[src/rtl/shifter_pkg.sv]
// Shared op encoding and per-stage control payload for the pipelined barrel shifter.
// Rotate support is selected at build time with SHIFTER_ROTATE_EN.
package shifter_pkg;

  typedef enum logic [1:0] {
    SHIFT_SLL = 2'b00,
    SHIFT_SRL = 2'b01,
    SHIFT_SRA = 2'b10,
    SHIFT_ROR = 2'b11
  } shift_op_e;

  // Width-independent part of a stage entry; data and shamt sizes depend on BITS
  // and are attached in the top-level stage struct.
  typedef struct packed {
    logic      valid;
    shift_op_e op;
    logic      pad;
    logic      sign;
  } stage_ctrl_t;

endpackage

[src/rtl/shift_stage.sv]
// One fixed-distance conditional shift used by a single pipeline level.
// With SHIFTER_ROTATE_EN undefined, op ROR decodes as SRL and no wrap path exists.
module shift_stage
  import shifter_pkg::*;
#(
  parameter int BITS = 32,
  parameter int DIST = 1
) (
  input  logic            en_i,
  input  shift_op_e       op_i,
  input  logic            pad_i,
  input  logic            sign_i,
  input  logic [BITS-1:0] data_i,
  output logic [BITS-1:0] data_o
);

  always_comb begin
    data_o = data_i;
    if (en_i) begin
      unique case (op_i)
        SHIFT_SLL: data_o = {data_i[BITS-DIST-1:0], {DIST{pad_i}}};
        SHIFT_SRA: data_o = {{DIST{sign_i}}, data_i[BITS-1:DIST]};
`ifdef SHIFTER_ROTATE_EN
        SHIFT_ROR: data_o = {data_i[DIST-1:0], data_i[BITS-1:DIST]};
        SHIFT_SRL: data_o = {{DIST{pad_i}}, data_i[BITS-1:DIST]};
`else
        SHIFT_SRL,
        SHIFT_ROR: data_o = {{DIST{pad_i}}, data_i[BITS-1:DIST]};
`endif
        default:   data_o = data_i;
      endcase
    end
  end

endmodule

[src/rtl/pipelined_barrel_shifter.sv]
// Fully pipelined barrel shifter: one power-of-two distance per stage, global stall.
// Define SHIFTER_ROTATE_EN to make op 2'b11 rotate right instead of SRL.
module pipelined_barrel_shifter
  import shifter_pkg::*;
#(
  parameter  int BITS    = 32,
  localparam int SHAMT_W = $clog2(BITS)
) (
  input  logic               clk,
  input  logic               rst,
  input  logic               flush,
  input  logic               in_valid,
  output logic               in_ready,
  input  logic [BITS-1:0]    in_data,
  input  logic [SHAMT_W-1:0] in_shamt,
  input  logic [1:0]         in_op,
  input  logic               in_pad,
  output logic               out_valid,
  input  logic               out_ready,
  output logic [BITS-1:0]    out_data
);

  typedef struct packed {
    stage_ctrl_t        ctrl;
    logic [SHAMT_W-1:0] shamt;
    logic [BITS-1:0]    data;
  } stage_t;

  stage_t inStage;
  stage_t stage_q [SHAMT_W];
  stage_t stage_d [SHAMT_W];
  logic   stall;

  assign out_valid = stage_q[SHAMT_W-1].ctrl.valid;
  assign out_data  = stage_q[SHAMT_W-1].data;
  assign stall     = out_valid & ~out_ready;
  assign in_ready  = ~stall;

  // The sign bit is sampled once here so SRA fills stay correct after earlier
  // stages have already moved other bits into the MSB.
  always_comb begin
    inStage.ctrl.valid = in_valid;
    inStage.ctrl.op    = shift_op_e'(in_op);
    inStage.ctrl.pad   = in_pad;
    inStage.ctrl.sign  = in_data[BITS-1];
    inStage.shamt      = in_shamt;
    inStage.data       = in_data;
  end

  for (genvar k = 0; k < SHAMT_W; k++) begin : g_stage
    stage_t          src;
    logic [BITS-1:0] shifted;

    if (k == 0) begin : g_first
      assign src = inStage;
    end else begin : g_rest
      assign src = stage_q[k-1];
    end

    shift_stage #(
      .BITS (BITS),
      .DIST (1 << k)
    ) u_shift (
      .en_i   (src.shamt[k]),
      .op_i   (src.ctrl.op),
      .pad_i  (src.ctrl.pad),
      .sign_i (src.ctrl.sign),
      .data_i (src.data),
      .data_o (shifted)
    );

    assign stage_d[k] = {src.ctrl, src.shamt, shifted};
  end

  // Flush beats stall and drops the entry being offered; a stall freezes every
  // stage, bubbles included.
  always_ff @(posedge clk or posedge rst) begin
    if (rst) begin
      for (int k = 0; k < SHAMT_W; k++) begin
        stage_q[k] <= '0;
      end
    end else if (flush) begin
      for (int k = 0; k < SHAMT_W; k++) begin
        stage_q[k].ctrl.valid <= 1'b0;
      end
    end else if (!stall) begin
      for (int k = 0; k < SHAMT_W; k++) begin
        stage_q[k] <= stage_d[k];
      end
    end
  end

endmodule

[config.mk]
export PLATFORM = sky130hd
export DESIGN_NAME = pipelined_barrel_shifter
export DESIGN_NICKNAME = d
export VERILOG_FILES = /design/src/rtl/shifter_pkg.sv /design/src/rtl/shift_stage.sv /design/src/rtl/pipelined_barrel_shifter.sv
export SDC_FILE = /design/constraint.sdc
export NUM_CORES = 1
export LEC_CHECK = 0
export ABC_AREA = 1
export CORE_AREA = 2 2 175 177
export CTS_CLUSTER_SIZE = 16
export DETAILED_ROUTE_END_ITERATION = 7
export DIE_AREA = 0 0 177 179
export HOLD_SLACK_MARGIN = 0.12
export SYNTH_ARGS = -nofsm -noshare
export SYNTH_HDL_FRONTEND = slang
export SYNTH_SLANG_ARGS = --single-unit
[constraint.sdc]
create_clock -name clk -period 6.9 [get_ports clk]
set_input_delay 1.38 -clock clk [delete_from_list [all_inputs] [get_ports clk]]
set_output_delay 1.38 -clock clk [all_outputs]
set_load 0.01 [all_outputs]
Yosys cells after proc, flatten, opt, wreduce, memory -nomap -nowiden
Cells that the tools add are included.
{"block": "word_totals", "reg_bits": 210, "in_bits": 45, "out_inout_bits": 34, "wordCells": 77}
{"block": "op_classes", "eq_ne": 16, "muxes": 16, "n_bitwise": 4, "reduce_logical": 11}
{"operator": "$pmux 32 s3", "n": 5}
{"operator": "$mux 210", "n": 1}
{"operator": "$mux 32", "n": 5}
{"operator": "$eq 2x2->1 const B", "n": 10}
{"operator": "$eq 2x1->1 const B", "n": 5}
{"operator": "$logic_not 2->1", "n": 5}
{"operator": "$reduce_or 2->1", "n": 5}
{"operator": "$mux 1", "n": 5}
{"operator": "$not 1->1", "n": 3}
{"operator": "$ne 2x2->1 const B", "n": 1}
{"operator": "$reduce_and 2->1", "n": 1}
{"operator": "$and 1x1->1", "n": 1}

Depth between registers and ports, before layout
{"block": "depth", "depth_word": 6, "mapped_depth": 8, "ltp_nobuf": 7}

Modules after synthesis
Synthesis repeated with hierarchy kept, for this count alone.
{"block": "unflattened", "cells_unflattened": 1792, "area_unflattened_um2": 11622.4}
{"module": "pipelined_barrel_shifter", "instances": 1, "cells_each": 832, "area_each_um2": 7542.2, "seq_area_each_um2": 4779.6}
{"module": "shift_stage (g_stage[0].u_shift)", "instances": 1, "cells_each": 211, "area_each_um2": 870.8, "seq_area_each_um2": 0.0}
{"module": "shift_stage (g_stage[1].u_shift)", "instances": 1, "cells_each": 186, "area_each_um2": 830.8, "seq_area_each_um2": 0.0}
{"module": "shift_stage (g_stage[3].u_shift)", "instances": 1, "cells_each": 195, "area_each_um2": 824.5, "seq_area_each_um2": 0.0}
{"module": "shift_stage (g_stage[2].u_shift)", "instances": 1, "cells_each": 189, "area_each_um2": 815.8, "seq_area_each_um2": 0.0}
{"module": "shift_stage (g_stage[4].u_shift)", "instances": 1, "cells_each": 179, "area_each_um2": 738.2, "seq_area_each_um2": 0.0}

Worst setup path before layout
Ideal clock, no wire load.
{"block": "synth_timing", "path_kind": "input port to output port", "from": "input out_ready", "to": "output in_ready", "arrival_ps": 1498, "path_slack_ps": 4022, "stages": 2, "path_buffers": 0, "path_cell_list": "inv_2 nand2_4"}
{"block": "synth_via", "elab_chain_len": 3}
{"item": "from (decl)", "line": "pipelined_barrel_shifter.sv:19", "text": "input logic out_ready,"}
{"item": "$not 1->1", "line": "pipelined_barrel_shifter.sv:36", "text": "assign stall = out_valid & ~out_ready;"}
{"item": "$and 1x1->1", "line": "pipelined_barrel_shifter.sv:36"}
{"item": "$not 1->1 (no source line)"}
{"item": "to (decl)", "line": "pipelined_barrel_shifter.sv:13", "text": "output logic in_ready,"}
No other way between the ends.

Worst setup path after layout
Same ends and word-level chain as after synthesis.

==> flow_metrics.tcl <==
set metrics [dict create \
    status "finished, final reports clean" \
    cts_tree "done" \
    die_x_um 177 \
    synth_edf_count 0 \
    drive_gt1_share_pct 3.44 \
    post-place-ws_ns 2.89 \
    first_iter_violations 871 \
    grtUsageTotal_pct 18.4 \
    syn_inst 1640 \
    postCtsSetupBuffers 0 \
    ctsResizeCount 0 \
    rows 64 \
    worstSetupPathType "in2out" \
    dieArea_mm2 0.0317 \
    r2r_start "out_valid" \
    worstSetupEndpointType "output port" \
    clockRootBuffer "clkbuf_16" \
    gp_congestion 0.842 \
    grt_overflow 0 \
    hold_ws_ns 0.480 \
    grt_pass1_wl_um 47600 \
    area_delta_synth_final_pct 12.8 \
    fin_crit_sh_pct 56.7 \
    critPathMaxFanout 4 \
    start_util_pct 36.1 \
    fin_util_pct 40.7 \
    grt_max_degree 104 \
    dpl.hpwl_um 18400 \
    cts_hold_buf 0 \
    hold_path.class "reg2reg" \
    synthMostInstantiatedCell "nand2_1" \
    hold_start "g_stage[3].src[28]" \
    startpoint "out_ready" \
    fin_nets 1690 \
    clock_path_buffers 2 \
    clk_pin_slew_worst_paths_ns 0.07 \
    avgSynthCellArea_um2 6.60 \
    via_count 10000 \
    syn_nets 1685 \
    power_density_mw_per_mm2 285 \
    drv_cap 0 \
    fin_tns_setup_ns 0 \
    vias_per_cell 4.89 \
    fin_ws_ns 2.99 \
    critPathLaunchType "primary input" \
    clk_latency_ns 0.45 \
    io_pins 79 \
    p_total_mw 3.48 \
    finalMaxSlewViolations 0 \
    yosysWarnings 0 \
    p_leak_nw 6.14 \
    cp.required_ns 5.52 \
    hold_viol_final 0 \
    ys_ff_latch 191 \
    grt_antenna_before_repair 0 \
    drcViolationCount 0 \
    synth_ff_type "dfrtp_1" \
    synthesis.area_mm2 0.0108 \
    grt_pass1_vias 9412 \
    synth_cell_types 21 \
    ir_worst_vdd_uv 182 \
    synth_commonest_cells "495 x nand2_1, 365 x nor2_1, 191 x dfrtp_1, 156 x inv_1, 151 x nand3_1" \
    synth-seq-area-share_pct 44.1 \
    wl_per_cell_um 13.7 \
    portBuffers 78 \
    worst_slew_pin_slew_ns 1.23 \
    slew_headroom_pct 18.1 \
    clock-sinks 191 \
    yosysTopAreaCellShare_pct 44.1 \
    wirelength_um 28200 \
    core_mm2 0.0300 \
    arrival_ns 2.53 \
    finClkSkew_ns 0.0144 \
    max_freq_mhz 256 \
    yosys.area.top_type "dfrtp_1" \
    setup_viol 0 \
    ys_top_cells_by_area "dfrtp_1 44%, nand2_1 17%, nor2_1 13%, nand3_1 7.0%, a21oi_1 6.6%" \
    cts_buffers 17 \
    htreeDepth 4 \
    ys_async_sr_fraction_pct 100 \
    detail-route-antenna-nets 0 \
    dr.pass1.iters 5 \
    diodes 0 \
    min_period_ns 3.91 \
    die_h_um 179 \
    rsz0062_at_grt "no" \
]
cells by family after synthesis:
logic type | Yosys count | share of synthesized area, %
and+or+nand+nor | 1018 | 37.3
DFF | 191 | 44.1
AOI/OAI and AO/OA | 168 | 7.80
buffers and inverters | 263 | 10.7
metrics by stage:
step | cells | area [um^2]
floorplan | 1640 | 10800
CTS | 2054 | 12200
global placement | 2022 | 11600
detailed placement | 2022 | 11600
finish | 2054 | 12200
global route | 2054 | 12200
power by group:
part	internal [mW]	total (mW)	leakage, nW	switching [mW]
Sequential	1.34	1.52	2.23	0.185
Combinational	0.378	0.980	3.63	0.602
Clock	0.481	0.975	0.280	0.494
Total	2.20	3.48	6.14	1.28
cell usage in the layout, fill, tap and decap left out:
cell | synthesis | final
dfrtp_2 | 0 | 1
clkinv_4 | 0 | 3
dfrtp_1 | 191 | 190
nand2_1 | 495 | 495
inv_8 | 0 | 2
a21oi_1 | 142 | 142
nand2_2 | 2 | 2
clkinv_2 | 0 | 2
clkdlybuf4s50_1 | 0 | 77
nor2_4 | 1 | 1
inv_2 | 5 | 4
clkinv_8 | 0 | 3
o21ai_0 | 18 | 18
nand2_8 | 0 | 1
clkinvlp_4 | 0 | 1
nand2_4 | 2 | 1
clkbuf_16 | 0 | 17
buf_2 | 47 | 1
o21ai_1 | 5 | 5
nand3_1 | 151 | 151
buf_4 | 24 | 10
inv_1 | 156 | 155
nor2_1 | 365 | 364
nor2_2 | 1 | 2
nand4_1 | 1 | 1
inv_6 | 0 | 6
o22ai_1 | 3 | 3
path summary, 6_finish.rpt:
| kind | end | slack [ns] | cells past startpoint |
|---|---|---|---|
| max | in_ready | 2.99 | 4 |
| min | g_stage[3].src[28] | 0.48 | 2 |
| max reg2reg | g_stage[1].src[19] | 4.35 | 6 |
| min reg2reg | g_stage[3].src[28] | 0.48 | 2 |
| max in group asynchronous | g_stage[1].src[15] | 4.19 | 3 |
| min in group asynchronous | out_data[5] | 1.45 | 2 |
critical path: stages:
cell and delay, ns:
clkdlybuf4s50_1 0.47, inv_2 0.05, nand2_4 0.09, clkdlybuf4s50_1 0.54
registers in the layout (all words and copies together), names as in the netlist:
| register | flops |
|---|---|
| g_stage.src | 158 |
| out_valid | 1 |
| out_data | 32 |
metal layers:
metal / vias to the layer above / GRT usage, % / share of wire, %
met5: - / 0 / 0
met4: 0 / 4.89 / 1.9
met3: 32 / 2.84 / 4.3
met2: 295 / 29.0 / 46
met1: 4681 / 26.2 / 48
li1: 5037 / - / -
cell type report:
type                    count  area, um^2
fillers                  3220       17800
well taps                 396         495
flip-flops and latches    191        4780
repair buffers             88         851
inverters                 161         613
clock buffers              17         425
clock inverters            15         151
multi-input cells        1186        4900
No activity file was read; power rests on OpenSTA's default activity.
